<file path="src/rtl/coffee_dispense_fsm.sv">
// Coffee dispense sequencer. It latches a drink code and walks ingredients 0..4.
// For each ingredient it takes the time in seconds from an external lookup.
// It then opens that ingredient's valve for time*TICK_DIV clock cycles.
// Every output comes from a register, so no input reaches an output combinationally.
module coffee_dispense_fsm #(
    parameter int TICK_DIV = 50_000_000
) (
    input  logic       clk,
    input  logic       rst_n,
    input  logic       start,
    input  logic [2:0] coffee_sel,
    input  logic       cancel,
    input  logic [2:0] ingredient_time,
    output logic [2:0] coffee_type,
    output logic [2:0] ingredient_sel,
    output logic [4:0] valve,
    output logic [2:0] remaining,
    output logic       busy,
    output logic       done,
    output logic       aborted
);

    // A single-cycle tick (TICK_DIV=1) still needs a 1-bit prescaler to keep widths legal
    localparam int            PW      = (TICK_DIV > 1) ? $clog2(TICK_DIV) : 1;
    localparam logic [PW-1:0] PSC_MAX = PW'(TICK_DIV - 1);
    localparam logic [2:0]    LAST    = 3'd4;

    typedef enum logic [1:0] {IDLE, LOAD, DISPENSE, DONE} state_t;

    state_t        r_state;
    logic [2:0]    r_coffee_type;
    logic [2:0]    r_ing_sel;
    logic [2:0]    r_remaining;
    logic [4:0]    r_valve;
    logic          r_done;
    logic          r_aborted;
    logic [PW-1:0] r_psc;
    logic          w_sel_ok;

    assign w_sel_ok       = (coffee_sel >= 3'd1) && (coffee_sel <= 3'd4);
    assign coffee_type    = r_coffee_type;
    assign ingredient_sel = r_ing_sel;
    assign valve          = r_valve;
    assign remaining      = r_remaining;
    assign busy           = (r_state != IDLE);
    assign done           = r_done;
    assign aborted        = r_aborted;

    // Brew sequencer: state, ingredient walk, prescaler and registered outputs
    always_ff @(posedge clk or negedge rst_n) begin
        if (!rst_n) begin
            r_state       <= IDLE;
            r_coffee_type <= 3'd0;
            r_ing_sel     <= 3'd0;
            r_remaining   <= 3'd0;
            r_valve       <= 5'd0;
            r_done        <= 1'b0;
            r_aborted     <= 1'b0;
            r_psc         <= '0;
        end else begin
            r_done    <= 1'b0;
            r_aborted <= 1'b0;
            if (cancel && r_state != IDLE) begin
                // Cancel overrides every other transition outside IDLE
                r_state     <= IDLE;
                r_valve     <= 5'd0;
                r_remaining <= 3'd0;
                r_psc       <= '0;
                r_aborted   <= 1'b1;
            end else begin
                case (r_state)
                    IDLE: begin
                        if (start && w_sel_ok) begin
                            r_coffee_type <= coffee_sel;
                            r_ing_sel     <= 3'd0;
                            r_state       <= LOAD;
                        end
                    end
                    LOAD: begin
                        r_remaining <= ingredient_time;
                        if (ingredient_time != 3'd0) begin
                            r_state <= DISPENSE;
                            r_psc   <= '0;
                            r_valve <= 5'(5'd1 << r_ing_sel);
                        end else if (r_ing_sel == LAST) begin
                            r_state <= DONE;
                            r_done  <= 1'b1;
                        end else begin
                            // Zero-time ingredient: move straight to the next lookup
                            r_ing_sel <= r_ing_sel + 3'd1;
                        end
                    end
                    DISPENSE: begin
                        if (r_psc == PSC_MAX) begin
                            r_psc <= '0;
                            if (r_remaining <= 3'd1) begin
                                // Last second elapsed; the guard also keeps remaining from underflowing
                                r_remaining <= 3'd0;
                                r_valve     <= 5'd0;
                                if (r_ing_sel < LAST) begin
                                    r_ing_sel <= r_ing_sel + 3'd1;
                                    r_state   <= LOAD;
                                end else begin
                                    r_state <= DONE;
                                    r_done  <= 1'b1;
                                end
                            end else begin
                                r_remaining <= r_remaining - 3'd1;
                            end
                        end else begin
                            r_psc <= r_psc + PW'(1);
                        end
                    end
                    DONE: begin
                        r_state <= IDLE;
                    end
                    default: r_state <= IDLE;
                endcase
            end
        end
    end

endmodule

</file>
<file path="config.mk">
export PLATFORM = sky130hd
export DESIGN_NAME = coffee_dispense_fsm
export DESIGN_NICKNAME = d
export VERILOG_FILES = /design/src/rtl/coffee_dispense_fsm.sv
export SDC_FILE = /design/constraint.sdc
export NUM_CORES = 1
export LEC_CHECK = 0
export CORE_ASPECT_RATIO = 0.7
export CORE_MARGIN = 1.5
export CORE_UTILIZATION = 61
export CTS_BUF_LIST = sky130_fd_sc_hd__clkbuf_16
export DETAILED_ROUTE_END_ITERATION = 16
export PLACE_DENSITY = 0.89
export REMOVE_ABC_BUFFERS = 1
export SYNTH_ARGS = -nofsm -noshare
export SYNTH_HDL_FRONTEND = slang
export SYNTH_SLANG_ARGS = --single-unit
</file>
<file path="constraint.sdc">
create_clock -name clk -period 4.2 [get_ports clk]
set_input_delay 0.84 -clock clk [delete_from_list [all_inputs] [get_ports clk]]
set_output_delay 0.84 -clock clk [all_outputs]
set_load 0.02 [all_outputs]
</file>
Word level (Yosys, flattened, before mapping):

Cells that the tools add are included.

* bits in registers: 44
* input port bits: 10
* output and inout port bits: 17
* word-level logic and storage cells: 83

* add/sub/neg operators: 3
* $lt $le $gt $ge: 4
* equal/unequal tests: 16
* shifts and indexed selects: 1
* mux-type cells: 36
* bitwise gates (word level): 1
* reduce and logical (&&, ||, !) cells: 14

Operators with widths (number)
* two-way mux 26 bit: 3
* one-hot mux 26 bit (2 select lines): 1
* two-way mux 3 bit: 9
* adder 26 x 1 -> 26 bit (second input constant): 1
* equality test 26 bit (second input constant): 1
* two-way mux 5 bit: 4
* two-way mux 2 bit: 7
* inequality test 2 bit (second input constant): 6
* inequality test 3 bit (second input constant): 4
* one-hot mux 5 bit (2 select lines): 1
* one-hot mux 3 bit (3 select lines): 1
* nonzero test 3 bit: 3
* one-hot mux 2 bit (4 select lines): 1
* AND reduction 4 bit: 2
* AND reduction 8 bit: 1
* two-way mux 1 bit: 7
* one-hot mux 3 bit (2 select lines): 1
* left shift 1 x 3 -> 5 bit (first input constant): 1
* equality test 2 bit (second input constant): 2
* inequality test 4 bit (second input constant): 1
* AND reduction 2 bit: 2
* adder 3 x 1 -> 3 bit (second input constant): 1
* equality test 3 bit (second input constant): 1
* >= comparator 3 x 1 -> 1 bit (second input constant): 1
* other kinds (11): 13

Logic depth before layout (Yosys ltp):

Gate-level depths: netlist of run 1.

* word-level depth: 6
* mapped depth: 10
* mapped depth without buffers: 8

Worst setup path before layout of run 1:

No wires, ideal clock.

* path type: input-to-reg
* start point: input ingredient_time[1]
* end point: register r_psc[0]
* setup time: 0.125 ns
* arrival time: 2.158 ns
* path slack: 1.918 ns
* cell stages on the path: 4
* path buffers: 0
* cells stage by stage: nor4b_1 > o2bb2ai_1 > nor2_1 > mux2_2

* cells in the longest elaborated chain, start to end: 3

RTL lines
* start: declaration: RTL line 13 `input logic [2:0] ingredient_time,`
* nonzero test 3 bit: RTL line 81 `if (ingredient_time != 3'd0) begin`
* inequality test 3 bit (no source line)
* AND reduction 2 bit (no source line)
* end signal: assignment: RTL line 111 `r_psc <= r_psc + PW'(1);`
* end: declaration: RTL line 37 `logic [PW-1:0] r_psc;`

Every way passes these cells.
A chain may end at the register's enable or synchronous reset.

Worst setup path in the final report of run 1:

* start point: input cancel
* end point: register r_psc[13]

* cells in the longest elaborated chain, start to end: 3
* elaborated cells between the ends (all ways): 5
* classes of those cells: 1 x eq/ne; 1 x mux; 3 x reduce/logical

RTL lines
* start: declaration: RTL line 12 `input logic cancel,`
* logical AND 1 bit (*): RTL line 63 `if (cancel && r_state != IDLE) begin`
* inequality test 3 bit (no source line) / nonzero test 3 bit (equally long branches)
* AND reduction 2 bit (no source line)

Every way passes the cells marked *; elsewhere a longest branch is shown, timed or not.

==> results of run 1 <==
## worst paths after layout
path,startpoint,endpoint,slack [ns]
max,cancel,r_psc[13],1.50
min,valve[0],valve[0],0.51
max reg2reg,r_psc[0],r_psc[13],1.50
min reg2reg,valve[0],valve[0],0.51
max in group asynchronous,rst_n,ingredient_sel[2],2.90
min in group asynchronous,rst_n,r_state[1],0.70
## layer usage
layer,share of wire (%),up-vias
met5,0,-
met4,1.1,0
met3,6.1,7
met2,42,83
met1,51,1054
li1,-,1035
## layout make-up
type	count	area, um^2
multi-input combinational	207	1380
sequential	44	1100
fill	269	975
timing repair buffer	29	278
clock buffer	5	125
tap	52	65.1
inverter	10	37.5
clock inverter	2	12.5
## flip-flops by register name, summed over array words and instances, names as in the netlist
name / flops
ingredient_sel: 3
remaining: 3
valve: 5
done: 1
aborted: 1
r_psc: 26
r_state: 2
coffee_type: 3
## worst max-delay path, stage by stage
cell and delay (ns):
clkdlybuf4s50_1 0.48, nand2b_1 0.19, and2_1 0.24, o31ai_1 0.16
buf_4 0.27, and2_1 0.55, nor2_1 0.12
## logic make-up after synthesis
logic type	synth area share [%]
XOR/XNOR	5.80
buffers and inverters	3.51
AND/OR/NAND/NOR	24.3
AO/OA/AOI/OAI	14.8
flip-flops	42.9
multiplexers	2.44
adder cells (fa/ha/maj)	6.34
## placed cells by master, fill, tap and decap left out, types with 2 or more instances in the layout
master           synthesis  routed
nor4_1                   3       3
nor4b_1                  3       3
mux2_2                   2       2
o21ai_0                 17      17
a2bb2oi_1                2       2
and3_1                   5       5
and3_2                   2       2
nor2_1                  28      28
a22o_1                   7       7
o2bb2ai_1                2       2
nor2b_1                  3       3
buf_4                    1       3
or3_1                    3       3
a21boi_0                 2       2
or2_2                    2       2
a21oi_1                  8       8
nand4_1                 11      11
nor3_1                   5       5
clkdlybuf4s50_1          0      25
o31ai_1                  3       3
ha_1                    13      13
nand2_1                 21      21
dfrtp_1                 44      44
nand3_1                 12      12
and4_1                   3       3
inv_1                   10      10
mux2i_1                  4       4
and2_1                   6       6
xor2_1                  11      11
xnor2_1                  6       6
a32o_1                   2       2
clkbuf_16                0       5
## power by group through the flow
stage	Combinational (mW)	Sequential (mW)	Clock, mW
2_1_floorplan	0.485	0.614	0
3_3_place_gp	0.827	0.561	0
3_5_place_dp	0.845	0.566	0
4_1_cts	0.851	0.559	0.373
5_1_grt	0.934	0.571	0.389
6_report	0.862	0.561	0.368
## per-stage QoR
stage	utilization, %	setup slack, ns	total power [mW]
2_1_floorplan	-	1.47	1.10
3_3_place_gp	72.0	1.29	1.39
3_5_place_dp	72.0	1.22	1.41
4_1_cts	75.4	1.51	1.78
5_1_grt	75.4	1.22	1.89
6_report	75.4	1.50	1.79
==> impl_metrics.csv, run 1 <==
group,metric,value,unit
status,status,"finished, final reports clean",
synth,synth.most_common_cell,"dfrtp_1",
pwr,seqPwrFrac,31.3,%
timing,fmax,370,MHz
floorplan,start_util,64.7,%
synth,synth_edf_count,0,
placed_design,place_area,2860,um^2
grt,grt.met2_usage,37.7,%
placed_design,numPortBuffers,26,
synth,ys_top_cells_by_area,"dfrtp_1 43%, ha_1 6.3%, nor2_1 4.1%, xor2_1 3.8%, o21ai_0 3.3%",
synth,syn_area,2570,um^2
grt,busiest_layer,"met1",
synth,async_flop_share,100,%
cells_and_area,syn2layout_area_growth,16.7,%
placed_design,dp.final_hpwl,4200,um
cts,clock-sinks,44,
cells_and_area,final_cells,349,
job,cap_violations,0,
timing,finalCriticalPeriod,2.70,ns
cts,clock_latency,0.29,ns
timing,hold_violations,0,
cts,cts_root_buf,"clkbuf_16",
critical_path,critPathKind,"in2reg",
synth,synth_warnings,0,
worst_hold_path,hold_path_class,"reg2reg",
synth,netlist.area_leader.share,42.9,%
cts,cts_tree,"built",
grt,grt_pass1_vias,1985,
timing,holdWs,0.507,ns
timing,rsz0062_at_grt,"false",
cells_and_area,fin_area,3000,um^2
floorplan,die-area,4610,um^2
grt,antenna_found_initial,0,
synth,avgSynthCellArea,9.47,um^2
floorplan,die_h,57.3,um
pwr,power_frac_clock,20.6,%
cts,h-tree-depth,2,
timing,maxSlewHeadroom,36.6,%
timing,min_period_over_period,64.4,%
route,drt-total-wl,5770,um
route,dr.pass1.iters,5,
route,drt_iter0_markers,236,
critical_path,worst-path-max-fanout,18,
pwr,p_switching,0.748,mW
grt,grt_pass1_wl,9630,um
route,post_drt_wl_per_cell,16.5,um
cts,clk_path_buf_depth,2,
grt,grt_overflow_total,0,
grt,grt_usage,27.8,%
floorplan,fp.dieW,80.5,um
timing,fin_skew,0.00350,ns
pwr,switching_share,41.7,%
critical_path,worstSetupStartpointType,"input port",
placed_design,gp_congestion,0.918,
cells_and_area,diodes,0,
synth,yosys.area.top_type,"dfrtp_1",
critical_path,cp-end-kind,"flip-flop",
worst_hold_path,holdPathStages,1,
cts,cts_buffers,5,
pwr,p_int,1.04,mW
critical_path,critPathArrivalTime,2.85,ns
synth,synthTopCellsByCount,"44 x dfrtp_1, 28 x nor2_1, 21 x nand2_1",
timing,setup-tns-final,0,ns
synth,ys.flop_type,"dfrtp_1",
pwr,powerDensity,598,nW/um^2
floorplan,core_region_area,3970,um^2
grt,grtUsageMet3,5.92,%
timing,finalSetupViolCount,0,
critical_path,r2r_cells,7,
pwr,combPwrFrac,48.1,%
route,antenna_left,0,
critical_path,cp_data_required_time,4.34,ns
synth,ys_seq_elements,44,
pwr,total_leakage_power,1.29,nW
synth,yosysSeqAreaShare,42.9,%
cts,clk_pin_slew_worst_paths,0.06,ns
cells_and_area,drive_gt1_share,8.08,%
cts,holdBufCountCts,0,
grt,grtUsageMet1,44.9,%
timing,tightest_slew,0.950,ns
floorplan,pin_count,27,
cts,cts_resized,0,
synth,syn_inst,271,
timing,slew_violations,0,
cells_and_area,final_nets,320,
cts,post_cts_buffers,0,
pwr,ir_worst_vdd,478,uV
route,drc_errors,0,
grt,grt_start_max_net_pins,45,
synth,ys_types,54,
placed_design,dpl.cell_count,342,
route,dr_total_vias,2179,
floorplan,fp-row-count,19,
route,via_per_inst,6.24,
No activity file was read; power rests on OpenSTA's default activity.
==> run 2: changes to the inputs <==
- CORE_UTILIZATION: 61 -> 51
- PLACE_DENSITY: 0.89 -> 0.8
- clock period: 4.2 -> 2.4 ns (I/O delays scaled with it)
==> run 2 against run 1 <==
Largest power group unchanged. Sequential power is 73% higher. Sequential share of layout area is 2.1 points lower. Via count is 0.18% lower. Wire length is 2.4% higher. Clock skew is 0.0021 ns higher. First-iteration DRC count is 40% lower. Non-clock buffer count is 18 higher. Die area is 19% higher. Cell count is 10% higher.
==> impl_metrics.csv, run 2 (synthesis gave the netlist of run 1 again) <==
group,metric,value,unit
floorplan,pin_count,27,
pwr,power.total,3.33,mW
cells_and_area,final_util,66.0,%
pwr,ir_worst_vdd,715,uV
timing,rsz0062_at_grt,"false",
cts,cts_tree,"built",
pwr,switching_share,40.3,%
critical_path,worst_path_max_delay_cell,"or4b_2",
grt,grt_start_max_net_pins,45,
timing,maxSlewHeadroom,55.1,%
timing,fin_skew,0.00559,ns
timing,tightest_slew,0.667,ns
grt,grt_pass1_wl,9910,um
critical_path,cp-end-kind,"flip-flop",
pwr,combPwrFrac,51.4,%
cells_and_area,diodes,0,
route,drt-total-wl,5900,um
route,via_per_inst,5.65,
route,post_drt_wl_per_cell,15.3,um
pwr,p_switching,1.34,mW
timing,hold_violations,0,
critical_path,crit_buf_inv,1,
cts,clock-sinks,44,
floorplan,die-area,5480,um^2
pwr,power_frac_clock,19.4,%
cts,post_cts_buffers,0,
critical_path,cp_top_family,"simple AND/OR/NAND/NOR gates",
cells_and_area,largest_reg_flops,26,
cts,clk_path_buf_depth,2,
critical_path,worst-path-max-fanout,4,
pwr,powerDensity,1050,nW/um^2
floorplan,start_util,53.4,%
route,drt_iter0_markers,142,
cells_and_area,top_register,"r_psc",
floorplan,fp.dieW,87.8,um
cts,cts_buffers,5,
cells_and_area,syn2layout_area_growth,23.6,%
pwr,p_int,1.99,mW
route,dr_total_vias,2175,
timing,fmax,446,MHz
critical_path,critical_path.cell_chain,"ha_1 -> nand4_1 -> or2_2 -> or4b_2 -> a21oi_1 -> buf_4 -> mux2i_1",
cells_and_area,layout_commonest_cell,"dfrtp_1",
pwr,total_leakage_power,1.39,nW
pwr,seqPwrFrac,29.2,%
grt,grt_usage,23.3,%
cells_and_area,fin_area,3170,um^2
critical_path,critPathKind,"reg2reg",
floorplan,fp-row-count,21,
timing,slew_violations,0,
grt,grt_overflow_total,0,
timing,finalSetupViolCount,0,
worst_hold_path,hold_path_class,"in2async",
critical_path,worstSetupStartpointType,"flip-flop",
cells_and_area,drive_gt1_share,13.9,%
route,antenna_left,0,
cts,clk_pin_slew_worst_paths,0.06,ns
grt,grt_pass1_vias,2065,
cts,clock_latency,0.28,ns
floorplan,die_h,62.4,um
timing,min_period_over_period,93.5,%
timing,finalCriticalPeriod,2.24,ns
placed_design,gp_congestion,0.881,
route,dr.pass1.iters,4,
cells_and_area,final_nets,338,
job,cap_violations,0,
timing,setup-tns-final,0,ns
placed_design,dp.final_hpwl,4450,um
critical_path,cp_data_required_time,2.61,ns
placed_design,place_area,3030,um^2
cells_and_area,final_cell_mix,"44 x dfrtp_1, 28 x nor2_1, 25 x clkdlybuf4s50_1",
floorplan,core_region_area,4810,um^2
grt,antenna_found_initial,0,
cts,cts_root_buf,"clkbuf_16",
cts,h-tree-depth,2,
critical_path,critPathArrivalTime,2.45,ns
route,drc_errors,0,
status,status,"finished, final reports clean",
placed_design,numPortBuffers,26,
critical_path,max_stage_delay,0.64,ns
-- run 2: layout make-up --
class	instances	area [um^2]
timing repair buffer	47	425
inverter	10	37.5
sequential	44	1100
clock inverter	3	13.8
multi-input combinational	207	1390
clock buffer	5	125
tap	69	86.3
fill	394	1630
-- run 2: worst reg2reg max path: cells and delay by family, from the launching register on --
kind,cells,cell delay [ns]
AOI/OAI and AO/OA,1,0.19
adders and majority gates,1,0.18
buffers and inverters,1,0.16
DFF,1,0.41
muxes,1,0.17
and+or+nand+nor,3,1.06
-- run 2: through the flow --
stage	worst slack, ns	std cells	hold slack, ns
6_report	0.156	385	0.278
5_1_grt	0.0147	385	0.322
4_1_cts	0.153	385	0.297
3_5_place_dp	0.0538	377	0.503
3_3_place_gp	0.107	377	0.498
2_1_floorplan	-0.278	261	0.184
-- run 2: worst paths after layout --
| check | cells after the start | slack [ns] | from | endpoint |
|---|---|---|---|---|
| max | 7 | 0.16 | r_psc[0] | ingredient_sel[1] |
| min | 2 | 0.28 | rst_n | remaining[1] |
| max reg2reg | 7 | 0.16 | r_psc[0] | ingredient_sel[1] |
| min reg2reg | 1 | 0.52 | valve[1] | valve[1] |
| max in group asynchronous | 2 | 1.74 | rst_n | r_psc[25] |
| min in group clk | 1 | 0.52 | valve[1] | valve[1] |
-- run 2: what timing repair did --
item	4_1_cts	5_1_grt
hold buffers	0	0
gates resized for setup	0	2
setup endpoints to repair	0	4
-- run 2: power by group through the flow --
stage	clock, mW	sequential (mW)	combinational [mW]
after floorplan	0	1.07	0.849
after global placement	0	0.973	1.64
after detailed placement	0	0.979	1.68
after CTS	0.659	0.970	1.69
after global routing	0.697	0.988	1.87
final	0.647	0.973	1.71
-- run 2: routing by layer --
layer | wire (um) | track usage, % | part of all wire [%]
met5 | 0 | 0 | 0
met3 | 452 | 4.52 | 7.7
met4 | 44 | 5.95 | 0.75
met1 | 2930 | 36.5 | 50
met2 | 2470 | 32.6 | 42
==> run 3: changes to the inputs <==
- CORE_UTILIZATION: 51 -> 45
- PLACE_DENSITY: 0.8 -> 0.72
==> run 3 against run 2 <==
Critical path type unchanged. Sequential share of layout area shrank 0.89 points. Non-clock buffer count grew 4. Critical path depth is the same. Power grew 3.1%. Register-to-register slack lost 0.07 ns. Highest routed layer unchanged. Largest power group unchanged. Clock skew shrank 0.0018 ns. Maximum frequency shrank 2.9%. Design area grew 2.6%.
==> impl_metrics.csv, run 3 (synthesis gave the netlist of run 1 again) <==
group,metric,value,unit
cells_and_area,syn2layout_area_growth,26.9,%
cts,clk_pin_slew_worst_paths,0.06,ns
critical_path,worst-path-max-fanout,5,
cells_and_area,final_util,60.7,%
placed_design,dpl.cell_count,384,
cells_and_area,top_register,"r_psc",
cells_and_area,fin_area,3260,um^2
cells_and_area,nFillCells,449,
grt,grtUsageMet1,31.8,%
floorplan,fp-row-count,22,
floorplan,fp.dieW,93.3,um
route,via_per_inst,5.68,
job,cap_violations,0,
timing,tightest_slew,0.610,ns
placed_design,gp_congestion,0.865,
grt,grt_pass1_vias,2104,
critical_path,crit_buf_inv,1,
cts,clock-sinks,44,
timing,setup-tns-final,0,ns
status,status,"finished, final reports clean",
timing,slew_violations,0,
route,drt-total-wl,6160,um
timing,finalSetupViolCount,0,
grt,antenna_found_initial,0,
pwr,powerDensity,1050,nW/um^2
critical_path,cp_data_required_time,2.61,ns
worst_hold_path,hold_path_class,"in2async",
placed_design,dp.final_hpwl,4510,um
critical_path,critPathKind,"reg2reg",
cells_and_area,diodes,0,
cts,cts_root_buf,"clkbuf_16",
grt,grtUsageMet3,6.67,%
critical_path,critPathArrivalTime,2.52,ns
cts,clk_path_buf_depth,2,
route,drc_errors,0,
critical_path,critical_path.cell_chain,"ha_4 -> nand4_1 -> buf_4 -> or4_4 -> or2_4 -> or4_4 -> a21oi_2",
timing,finalCriticalPeriod,2.31,ns
pwr,ir_worst_vdd,601,uV
cells_and_area,final_cells,392,
cells_and_area,layout_commonest_cell,"dfrtp_1",
floorplan,die_h,66.2,um
cts,holdBufCountCts,0,
cells_and_area,final_cell_mix,"44 x dfrtp_1, 27 x nor2_1, 25 x clkdlybuf4s50_1, 25 x buf_4, 21 x nand2_1",
timing,min_period_over_period,96.3,%
cts,cts_tree,"built",
timing,fmax,433,MHz
critical_path,crit_top_cell,"or4_4",
floorplan,start_util,47.8,%
route,antenna_left,0,
cells_and_area,final_nets,342,
grt,grt.met2_usage,31.4,%
critical_path,max_stage_delay,0.54,ns
timing,maxSlewHeadroom,59.3,%
critical_path,cp-end-kind,"flip-flop",
grt,grt_overflow_total,0,
route,dr_total_vias,2226,
placed_design,place_area,3050,um^2
floorplan,pin_count,27,
timing,fin_skew,0.00374,ns
grt,grt_usage,21.8,%
timing,hold_violations,0,
critical_path,worst_path_max_delay_cell,"or4_4",
route,post_drt_wl_per_cell,15.7,um
floorplan,die-area,6170,um^2
placed_design,numPortBuffers,26,
cells_and_area,largest_reg_flops,26,
floorplan,core_region_area,5370,um^2
timing,holdWs,0.205,ns
route,dr.pass1.iters,4,
cts,post_cts_buffers,0,
cts,h-tree-depth,2,
cells_and_area,drive_gt1_share,17.2,%
pwr,total_leakage_power,1.42,nW
critical_path,cp_top_family,"simple AND/OR/NAND/NOR gates",
cts,clock_latency,0.28,ns
grt,grt_start_max_net_pins,27,
grt,grt_pass1_wl,10300,um
route,drt_iter0_markers,156,
cts,cts_buffers,5,
grt,busiest_layer,"met1",
critical_path,worstSetupStartpointType,"flip-flop",
==> run 3: path summary, 6_finish.rpt <==
| kind | from | endpoint | slack, ns | cells past startpoint |
|---|---|---|---|---|
| worst min register to register | valve[4] | valve[4] | 0.49 | 1 |
| max in group asynchronous | rst_n | r_psc[1] | 1.60 | 2 |
| worst max-delay path | r_psc[1] | r_psc[22] | 0.09 | 7 |
| min in group clk | valve[4] | valve[4] | 0.49 | 1 |
| worst max register to register | r_psc[1] | r_psc[22] | 0.09 | 7 |
| worst min-delay path | rst_n | remaining[0] | 0.21 | 1 |
==> run 3: per-layer routing <==
layer | part of all wire (%) | routed length, um | vias to the layer above
met2 | 42 | 2610 | 62
met1 | 50 | 3080 | 1072
met4 | 0.96 | 59 | 0
li1 | - | - | 1083
met5 | 0 | 0 | -
met3 | 6.5 | 403 | 9
==> run 3: power breakdown <==
group          switching [mW]  internal (mW)
Combinational           0.987          0.731
Sequential             0.0935          0.860
Clock                   0.282          0.484
Total                    1.36           2.07
==> run 3: repair_timing <==
item / in CTS / in global routing
pin swaps: 0 / 2
gates resized for setup: 1 / 10
setup endpoints to repair: 18 / 31
==> run 3: layout make-up <==
type | instances | area [um^2] | area share, %
Multi-Input combinational cell | 207 | 1420 | 43.7
Clock inverter | 3 | 37.5 | 1.15
Timing Repair Buffer | 51 | 443 | 13.6
Clock buffer | 5 | 125 | 3.84
Inverter | 10 | 37.5 | 1.15
Tap cell | 72 | 90.1 | 2.76
Sequential cell | 44 | 1100 | 33.8
==> run 3: worst reg2reg max path, cell delays in order (launching register included) <==
cell,delay [ns]
dfrtp_1,0.39
ha_4,0.17
nand4_1,0.12
buf_4,0.15
or4_4,0.54
or2_4,0.27
or4_4,0.48
a21oi_2,0.13
==> run 3: stage by stage <==
step / setup WS (ns) / power [mW]
floorplan: -0.278 / 1.92
global placement: -0.0126 / 2.61
detailed placement: -0.0879 / 2.62
CTS: 0.0210 / 3.40
global route: -0.0132 / 3.68
finish: 0.0893 / 3.44
